==> config.mk <==
export PLATFORM = sky130hd
export DESIGN_NAME = reaction_timer_core
export DESIGN_NICKNAME = d
export VERILOG_FILES = /design/src/rtl/reaction_timer_core.sv
export SDC_FILE = /design/constraint.sdc
export NUM_CORES = 1
export LEC_CHECK = 0
export ABC_CLOCK_PERIOD_IN_PS = 8290
export BUFFER_PORTS_ARGS = -buffer_cell sky130_fd_sc_hd__buf_4
export CAP_MARGIN = 10
export CORE_MARGIN = 2
export CORE_UTILIZATION = 25
export DETAILED_ROUTE_END_ITERATION = 12
export PLACE_DENSITY = 0.38
export SLEW_MARGIN = 40
export SYNTH_ARGS = -nofsm -noshare
export SYNTH_HDL_FRONTEND = slang
export SYNTH_SLANG_ARGS = --single-unit
export TNS_END_PERCENT = 30
==> constraint.sdc <==
create_clock -name clk -period 8.29 [get_ports clk]
set_clock_uncertainty 0.15 [all_clocks]
set_input_delay 0.829 -clock clk [delete_from_list [all_inputs] [get_ports clk]]
set_output_delay 0.829 -clock clk [all_outputs]
set_load 0.01 [all_outputs]
==> src/rtl/reaction_timer_core.sv <==
// Multi-player reaction-time engine: synchronised buttons, pseudo-random GO delay,
// per-player millisecond timing, false-start detection, winner and best-time record.
module reaction_timer_core #(
  parameter int N_PLAYERS        = 2,
  parameter int TIME_W           = 14,
  parameter int TICKS_PER_MS     = 50000,
  parameter int MIN_DELAY_MS     = 1000,
  parameter int DELAY_RANGE_LOG2 = 10,
  parameter int TIMEOUT_MS       = 9999
) (
  input  logic                          clk,
  input  logic                          reset,
  input  logic                          start_btn,
  input  logic [N_PLAYERS-1:0]          react_btn,
  output logic                          go,
  output logic [2:0]                    state,
  output logic [N_PLAYERS-1:0]          hit,
  output logic [N_PLAYERS-1:0]          fault,
  output logic [N_PLAYERS*TIME_W-1:0]   times,
  output logic [2:0]                    winner,
  output logic [TIME_W-1:0]             best_time,
  output logic                          done
);

  localparam int                PRE_W     = (TICKS_PER_MS > 1) ? $clog2(TICKS_PER_MS) : 1;
  localparam logic [PRE_W-1:0]  PRE_LAST  = PRE_W'(TICKS_PER_MS - 1);
  localparam logic [TIME_W-1:0] TIMEOUT   = TIME_W'(TIMEOUT_MS);
  localparam logic [TIME_W-1:0] MIN_DELAY = TIME_W'(MIN_DELAY_MS);

  typedef enum logic [2:0] {
    S_IDLE  = 3'd0,
    S_WAIT  = 3'd1,
    S_GO    = 3'd2,
    S_DONE  = 3'd3,
    S_FAULT = 3'd4
  } state_t;

  state_t                      state_q, state_nx;
  logic [N_PLAYERS:0]          sync1, sync2, prev, btn_edge;
  logic                        start_edge, tick, entering;
  logic [N_PLAYERS-1:0]        react_edge, hit_nx;
  logic [15:0]                 lfsr;
  logic [PRE_W-1:0]            presc;
  logic [TIME_W-1:0]           ms_cnt, delay_ms, win_time;
  logic [N_PLAYERS*TIME_W-1:0] times_nx;
  logic [2:0]                  win_idx;

  // Bit 0 carries the start button, bits N_PLAYERS:1 the reaction buttons.
  assign btn_edge   = sync2 & ~prev;
  assign start_edge = btn_edge[0];
  assign react_edge = btn_edge[N_PLAYERS:1];
  assign tick       = (presc == PRE_LAST);
  assign entering   = (state_nx != state_q);
  assign state      = state_q;

  always_comb begin
    // NOTE: every variable gets a default first, so no path leaves one unassigned (no latches).
    state_nx = state_q;
    hit_nx   = hit;
    times_nx = times;
    win_idx  = winner;
    win_time = '1;

    if (state_q == S_GO) hit_nx = hit | react_edge;

    unique case (state_q)
      S_IDLE:          if (start_edge) state_nx = S_WAIT;
      S_WAIT:          if (|react_edge) state_nx = S_FAULT;
                       else if (ms_cnt == delay_ms) state_nx = S_GO;
      S_GO:            if (&hit_nx || ms_cnt == TIMEOUT) state_nx = S_DONE;
      S_DONE, S_FAULT: if (start_edge) state_nx = S_WAIT;
      default:         state_nx = S_IDLE;
    endcase

    // First press latches the current ms count; silent players read as timeout.
    if (state_q == S_GO) begin
      for (int i = 0; i < N_PLAYERS; i++) begin
        if (react_edge[i] && !hit[i])
          times_nx[i*TIME_W +: TIME_W] = ms_cnt;
        else if (!hit_nx[i] && state_nx == S_DONE)
          times_nx[i*TIME_W +: TIME_W] = TIMEOUT;
      end
    end

    // Strict compare keeps the lowest index on ties; TIMEOUT is always below all-ones.
    for (int i = 0; i < N_PLAYERS; i++) begin
      if (hit_nx[i] && times_nx[i*TIME_W +: TIME_W] < win_time) begin
        win_time = times_nx[i*TIME_W +: TIME_W];
        win_idx  = 3'(i);
      end
    end
  end

  // NOTE: sequential state uses non-blocking assignments so every register samples pre-edge values.
  always_ff @(posedge clk) begin
    if (reset) begin
      state_q   <= S_IDLE;
      go        <= 1'b0;
      done      <= 1'b0;
      hit       <= '0;
      fault     <= '0;
      times     <= '0;
      winner    <= '0;
      best_time <= '1;
      sync1     <= '0;
      sync2     <= '0;
      prev      <= '0;
      lfsr      <= 16'hACE1;
      presc     <= '0;
      ms_cnt    <= '0;
      delay_ms  <= '0;
    end else begin
      sync1 <= {react_btn, start_btn};
      sync2 <= sync1;
      prev  <= sync2;
      lfsr  <= {lfsr[14:0], lfsr[15] ^ lfsr[13] ^ lfsr[12] ^ lfsr[10]};

      state_q <= state_nx;
      go      <= (state_nx == S_GO);
      done    <= entering && (state_nx == S_DONE || state_nx == S_FAULT);

      if (entering) begin
        presc  <= '0;
        ms_cnt <= '0;
      end else begin
        presc <= tick ? '0 : presc + PRE_W'(1);
        if (tick && ms_cnt != TIMEOUT) ms_cnt <= ms_cnt + TIME_W'(1);
      end

      unique case (state_q)
        S_GO: begin
          hit   <= hit_nx;
          times <= times_nx;
          if (state_nx == S_DONE && |hit_nx) begin
            winner <= win_idx;
            if (win_time < best_time) best_time <= win_time;
          end
        end
        S_WAIT: begin
          if (state_nx == S_FAULT) fault <= react_edge;
        end
        default: begin
          if (state_nx == S_WAIT) begin
            delay_ms <= MIN_DELAY + TIME_W'(lfsr[DELAY_RANGE_LOG2-1:0]);
            hit      <= '0;
            fault    <= '0;
            times    <= '0;
          end
        end
      endcase
    end
  end

endmodule

* Yosys cells after proc, flatten, opt, wreduce, memory -nomap -nowiden *
Index checks and enable logic that the tools add are counted.

storage, ports and cells
  bits in registers = 123
  input port bits = 5

cells by class
  $add $sub $neg = 3
  order comparisons = 3
  equality and inequality tests = 14
  muxes and demuxes = 21
  bitwise logic cells = 9
  reduce and logical (&&, ||, !) cells = 31

operators by type and width
  operator                                             number
  2-to-1 mux 14 bit                                    6
  2-to-1 mux 28 bit                                    2
  one-hot mux 28 bit (2 select lines)                  1
  less-than comparator 14 bit                          2
  2-to-1 mux 3 bit                                     6
  adder 16 x 1 -> 16 bit, second input constant        1
  equality test 16 bit, second input constant          1
  adder 14 x 1 -> 14 bit, second input constant        1
  equality test 14 bit                                 1
  equality test 14 bit, second input constant          1
  less-than comparator 14 bit, second input constant   1
  != test 14 bit, second input constant                1
  equality test 3 x 2 -> 1 bit, second input constant  4
  adder 10 x 10 -> 11 bit, first input constant        1
  logical AND 1 bit                                    9
  one-hot mux 3 bit (3 select lines)                   1
  AND reduction 3 bit                                  3
  one-hot mux 2 bit (2 select lines)                   2
  OR reduction 2 bit                                   4
  equality test 3 x 1 -> 1 bit, second input constant  2
  equality test 3 bit, second input constant           2
  2-to-1 mux 2 bit                                     3
  AND reduction 2 bit                                  3
  nonzero test 2 bit                                   3
  11 further kinds                                     20

* Depth between registers and ports, before layout *
  word-level depth = 21
  gate-level depth with buffers = 27
  depth with buffers taken out = 23

* Worst setup path before layout *
OpenSTA, ideal clock, no wires.

  path type = register to register
  from = register state_q[1], in the netlist state[1]
  to = register best_time[6]
  arrival time = 5.711 ns
  required time = 8.009 ns
  path slack = 2.298 ns
  stages on the path, launching flop included = 26
  cell sequence = dfxtp_1 buf_4 or3b_4 clkbuf_1 nor2_1 o21ai_1 a221oi_1 ha_1 a21oi_1 o21ai_0 nor3_1 a211oi_4 a21bo_1 buf_4 buf_6 mux2i_1 ha_1 a21o_1 a21o_1 a221o_1 a221oi_1 o211ai_1 a2111oi_4 buf_6 o21ba_1 o21ai_1

on the way
  word-level cells in the longest chain between the ends = 19
  elaborated cells on any way between the ends = 34
  those cells by class = order compare (3); eq/ne (5); mux (13); reduce/logical (13)

ends and longest elaborated chain
  item                                line        source
  from (decl)                         38          state_t state_q, state_nx;
  from (signal assigned)              118         state_q <= state_nx;
  equality test 3 x 2 -> 1 bit        64, 66, 76
  2-to-1 mux 2 bit                    64          if (state_q == S_GO) hit_nx = hit | react_edge;
  AND reduction 2 bit                 70          S_GO: if (&hit_nx || ms_cnt == TIMEOUT) state_nx = S_DONE;
  logical OR 1 bit                    70
  2-to-1 mux 3 bit                    70
  one-hot mux 3 bit (3 select lines)  66          unique case (state_q)
  equality test 3 x 2 -> 1 bit        80          else if (!hit_nx[i] && state_nx == S_DONE)
  logical AND 1 bit                   80
  [... 4 more ...]                    --
  logical AND 1 bit                   87          if (hit_nx[i] && times_nx[i*TIME_W +: TIME_W] < win_time) begin
  2-to-1 mux 14 bit                   87
  less-than comparator 14 bit         87
  logical AND 1 bit                   87
  2-to-1 mux 14 bit *                 87
  via win_time[3]                     44          logic [TIME_W-1:0] ms_cnt, delay_ms, win_time;
  less-than comparator 14 bit *       136         if (win_time < best_time) best_time <= win_time;
  AND reduction 3 bit (no line) *     --
  to (signal assigned)                136
  to (decl)                           21          output logic [TIME_W-1:0] best_time,

Mark *: on every way through the listed nets, which the timed path passes. The rest lies on a longest branch.
A chain may end at the register's enable or synchronous reset.

* Worst setup path after layout *
  from = register ms_cnt[0]
  to = register best_time[8]

on the way
  word-level cells in the longest chain between the ends = 17
  elaborated cells on any way between the ends = 24
  those cells by class = order compare (3); eq/ne (3); mux (11); reduce/logical (7)

ends and longest elaborated chain
  item                                                  line    source
  from (decl)                                           44
  from (signal assigned)                                127     if (tick && ms_cnt != TIMEOUT) ms_cnt <= ms_cnt + TIME_W'(1);
  equality test 14 bit (on tied branches)               69, 70
  2-to-1 mux 3 bit or logical OR 1 bit (tied branches)  69, 70
  2-to-1 mux 3 bit (on tied branches)                   68, 70
  one-hot mux 3 bit (3 select lines)                    66
  equality test 3 x 2 -> 1 bit                          80
  logical AND 1 bit                                     80
  2-to-1 mux 14 bit                                     80
  2-to-1 mux 14 bit                                     78      if (react_edge[i] && !hit[i])
  [... 2 more ...]                                      --
  logical AND 1 bit                                     87
  2-to-1 mux 14 bit                                     87
  less-than comparator 14 bit                           87
  logical AND 1 bit                                     87
  2-to-1 mux 14 bit *                                   87
  via win_time[3]                                       44
  less-than comparator 14 bit *                         136
  AND reduction 3 bit (no line) *                       --

Marked as above.

==> results_dict.tcl <==
set metrics [dict create \
    totalNegativeSetupSlack_ns 0 \
    drv_slew 0 \
    worstSetupPathType "reg -> reg" \
    hp-class "reg -> reg" \
    rows 58 \
    ys_async_sr_fraction_pct 0 \
    syn_inst 753 \
    routed_wl_um 19630 \
    syn_area_per_cell_um2 8.438 \
    cpPeakStageDelay_ns 0.64 \
    end_kind "flip-flop" \
    grt_overflow 0 \
    final_util_pct 30.33 \
    clock_latency_ns 0.42 \
    die-width_um 163.4 \
    initial_core_util_pct 25.38 \
    yosysTopAreaCell "dfxtp_1" \
    regToRegEndpoint "best_time[8]" \
    finalWeightedCongestion 0.8087 \
    numCtsBuffers 17 \
    hold_viol_final 0 \
    cp.depth 24 \
    nets 825 \
    grt_max_degree 66 \
    diodes 0 \
    postCtsHoldBufs 0 \
    critPathMaxFanout 18 \
    crit_start "ms_cnt[0]" \
    grt_pass1_wl_um 31060 \
    drc 0 \
    ys_seq_area_share_pct 37.18 \
    coreArea_um2 25040 \
    drive_above_1_share_pct 17.06 \
    ant_nets 0 \
    cts.clk_slew.worst_paths_ns 0.06 \
    grt_usage_pct 15.30 \
    final_cell_mix "dfxtp_1, nor2_1, buf_4" \
    cts_tree "done" \
    path_cells "ha_1 -> nor3b_1 -> nand4_1 -> a31oi_2 -> o21ai_1 -> a22oi_1 -> inv_1 -> ha_1 -> o21ai_0 -> o21ai_0 -> nor3_1 -> a211oi_4 -> a21bo_1 -> mux2i_1 -> ha_1 -> a21o_1 -> a21o_1 -> a221o_1 -> a221oi_1 -> o211ai_1 -> a31oi_2 -> buf_4 -> o21ba_1 -> o21ai_1" \
    cap_violations 0 \
    period_share_pct 87.78 \
    drtIter0Drc 336 \
    powerDensity_nw_per_um2 180.7 \
    yosysWarningCount 0 \
    p_leak_nw 3.409 \
    arrival_ns 7.39 \
    r2r_setup_slack_ns 1.01 \
    antenna_found_initial 0 \
    worstRegToRegCells 24 \
    tightest_slew_ns 0.8581 \
    peakVddDrop_v 0.00009591 \
    fmax_mhz 137.4 \
    die_h_um 163.4 \
    crit_path_top_delay_cell "a21bo_1" \
    io_buffers 56 \
    worst_slack_ns 1.013 \
    total_power_mw 1.373 \
    cp.required_ns 8.41 \
    final_common_cell "dfxtp_1" \
    synth_area_leaders "dfxtp_1, nor2_1, ha_1, xor2_1, a21oi_1" \
    worstSetupEndpoint "best_time[8]" \
    pre_cts_slack_ns 1.028 \
    status "finished clean" \
    path_buf_inv 2 \
    firstDrtPassIters 6 \
    postCtsSetupBuffers 0 \
    grt_pass1_vias 5418 \
    clock-sinks 118 \
    root_buffer "clkbuf_16" \
    setup-violations-final 0 \
    dominantRegCellSynth "dfxtp_1" \
    wl_per_cell_um 17.32 \
    max-slew-margin-rel_pct 42.67 \
    synthesis.area_um2 6354 \
    io_pins 59 \
    num_vias 5485 \
    ys_seq_elements 118 \
    vias_per_cell 4.841 \
    min_period_ns 7.277 \
    start_kind "flip-flop" \
    ys_types 74 \
    cts_resized 0 \
    crit_path_frequent_cell "ha_1" \
    worstReg2RegStart "ms_cnt[0]" \
    area_growth_pct 19.54 \
    worst_path_dominant_cell_family "compound AO/OA/AOI/OAI gates" \
    die-area_um2 26710 \
    synth.top_cell.area_share_pct 37.18 \
    cts_buffer_depth 2 \
    synth-edff-count 0 \
    nFillCells 2666 \
    htree_levels 4 \
    hold_depth 1 \
    hpwl_um 14410 \
    rsz0062_at_grt "false" \
]
==> cells by family (layout without fill, tap and decap cells) <==
family | Yosys count | in the layout | share of synthesized area, %
flops | 118 | 118 | 37.18
mux | 14 | 14 | 2.206
fa+ha+maj | 29 | 29 | 5.711
buf+inv | 85 | 134 | 6.459
other cells | 1 | 2 | 0.05902
simple gates | 278 | 278 | 21.64
xor+xnor | 46 | 46 | 6.341
compound gates | 182 | 182 | 20.40
==> flip-flops by register name (all words and copies together) (netlist names), 3 cells and up <==
| signal | flops |
|---|---|
| times | 28 |
| best_time | 14 |
| prev | 3 |
| delay_ms | 11 |
| sync1 | 3 |
| ms_cnt | 14 |
| state | 3 |
| lfsr | 16 |
| sync2 | 3 |
| presc | 16 |
==> area by class of cell <==
cell class	instances	area, um^2	area share, %
Inverter	33	123.9	1.631
Multi-Input combinational cell	551	3585	47.20
Clock buffer	18	439.2	5.783
Tap cell	330	412.9	5.437
Clock inverter	13	146.4	1.928
Timing Repair Buffer	70	525.5	6.919
Sequential cell	118	2362	31.10
==> metrics by stage <==
step	area, um^2	cells	hold WS [ns]
after floorplan	6357	754	0.2395
after global placement	7009	1102	0.2485
after detailed placement	7009	1102	0.2449
after CTS	7595	1133	0.2644
after global routing	7595	1133	0.2774
final	7595	1133	0.2608
==> cells in the mapped netlist (8+ instances only) <==
master,instances
a21o_1,9
a21oi_1,40
a22oi_1,17
and3_1,8
clkbuf_1,30
dfxtp_1,118
ha_1,29
inv_1,33
mux2i_1,14
nand2_1,46
nand3_1,14
nand4_1,13
nor2_1,105
nor2b_1,21
nor3_1,26
o21ai_0,26
o21ai_1,11
o22ai_1,20
or2_2,9
xnor2_1,15
xor2_1,31
==> worst register-to-register path, stage by stage, from the launching register on <==
cell and delay (ns):
dfxtp_1 0.61, ha_1 0.28, nor3b_1 0.21, nand4_1 0.25, a31oi_2 0.41, o21ai_1 0.27
a22oi_1 0.44, inv_1 0.08, ha_1 0.29, o21ai_0 0.06, o21ai_0 0.28, nor3_1 0.13
a211oi_4 0.27, a21bo_1 0.65, mux2i_1 0.32, ha_1 0.28, a21o_1 0.16, a21o_1 0.17
a221o_1 0.34, a221oi_1 0.25, o211ai_1 0.23, a31oi_2 0.45, buf_4 0.31, o21ba_1 0.16
o21ai_1 0.06
==> per-layer routing <==
metal	vias to the layer above	global-route usage [%]	wire length, um	part of all wire, %
li1	2725	-	-	-
met1	2608	19.12	8930	45
met2	129	25.62	9489	48
met3	23	3.784	793	4.0
met4	0	5.229	415	2.1
met5	-	0	0	0
==> report_power, final <==
| group | switching, mW | leakage (nW) | total [mW] | internal, mW |
|---|---|---|---|---|
| clock | 0.294 | 0.272 | 0.746 | 0.452 |
| combinational | 0.0268 | 2.18 | 0.0430 | 0.0162 |
| sequential | 0.00676 | 0.958 | 0.584 | 0.577 |
==> worst min-delay path by stage <==
stage | start | to | slack, ns
finish | lfsr[14] | lfsr[15] | 0.26
global route | lfsr[14] | lfsr[15] | 0.28
CTS | lfsr[14] | lfsr[15] | 0.26
detailed placement | lfsr[14] | lfsr[15] | 0.24
global placement | lfsr[14] | lfsr[15] | 0.25
floorplan | lfsr[14] | lfsr[15] | 0.24
(Power assumes the default switching activity.)
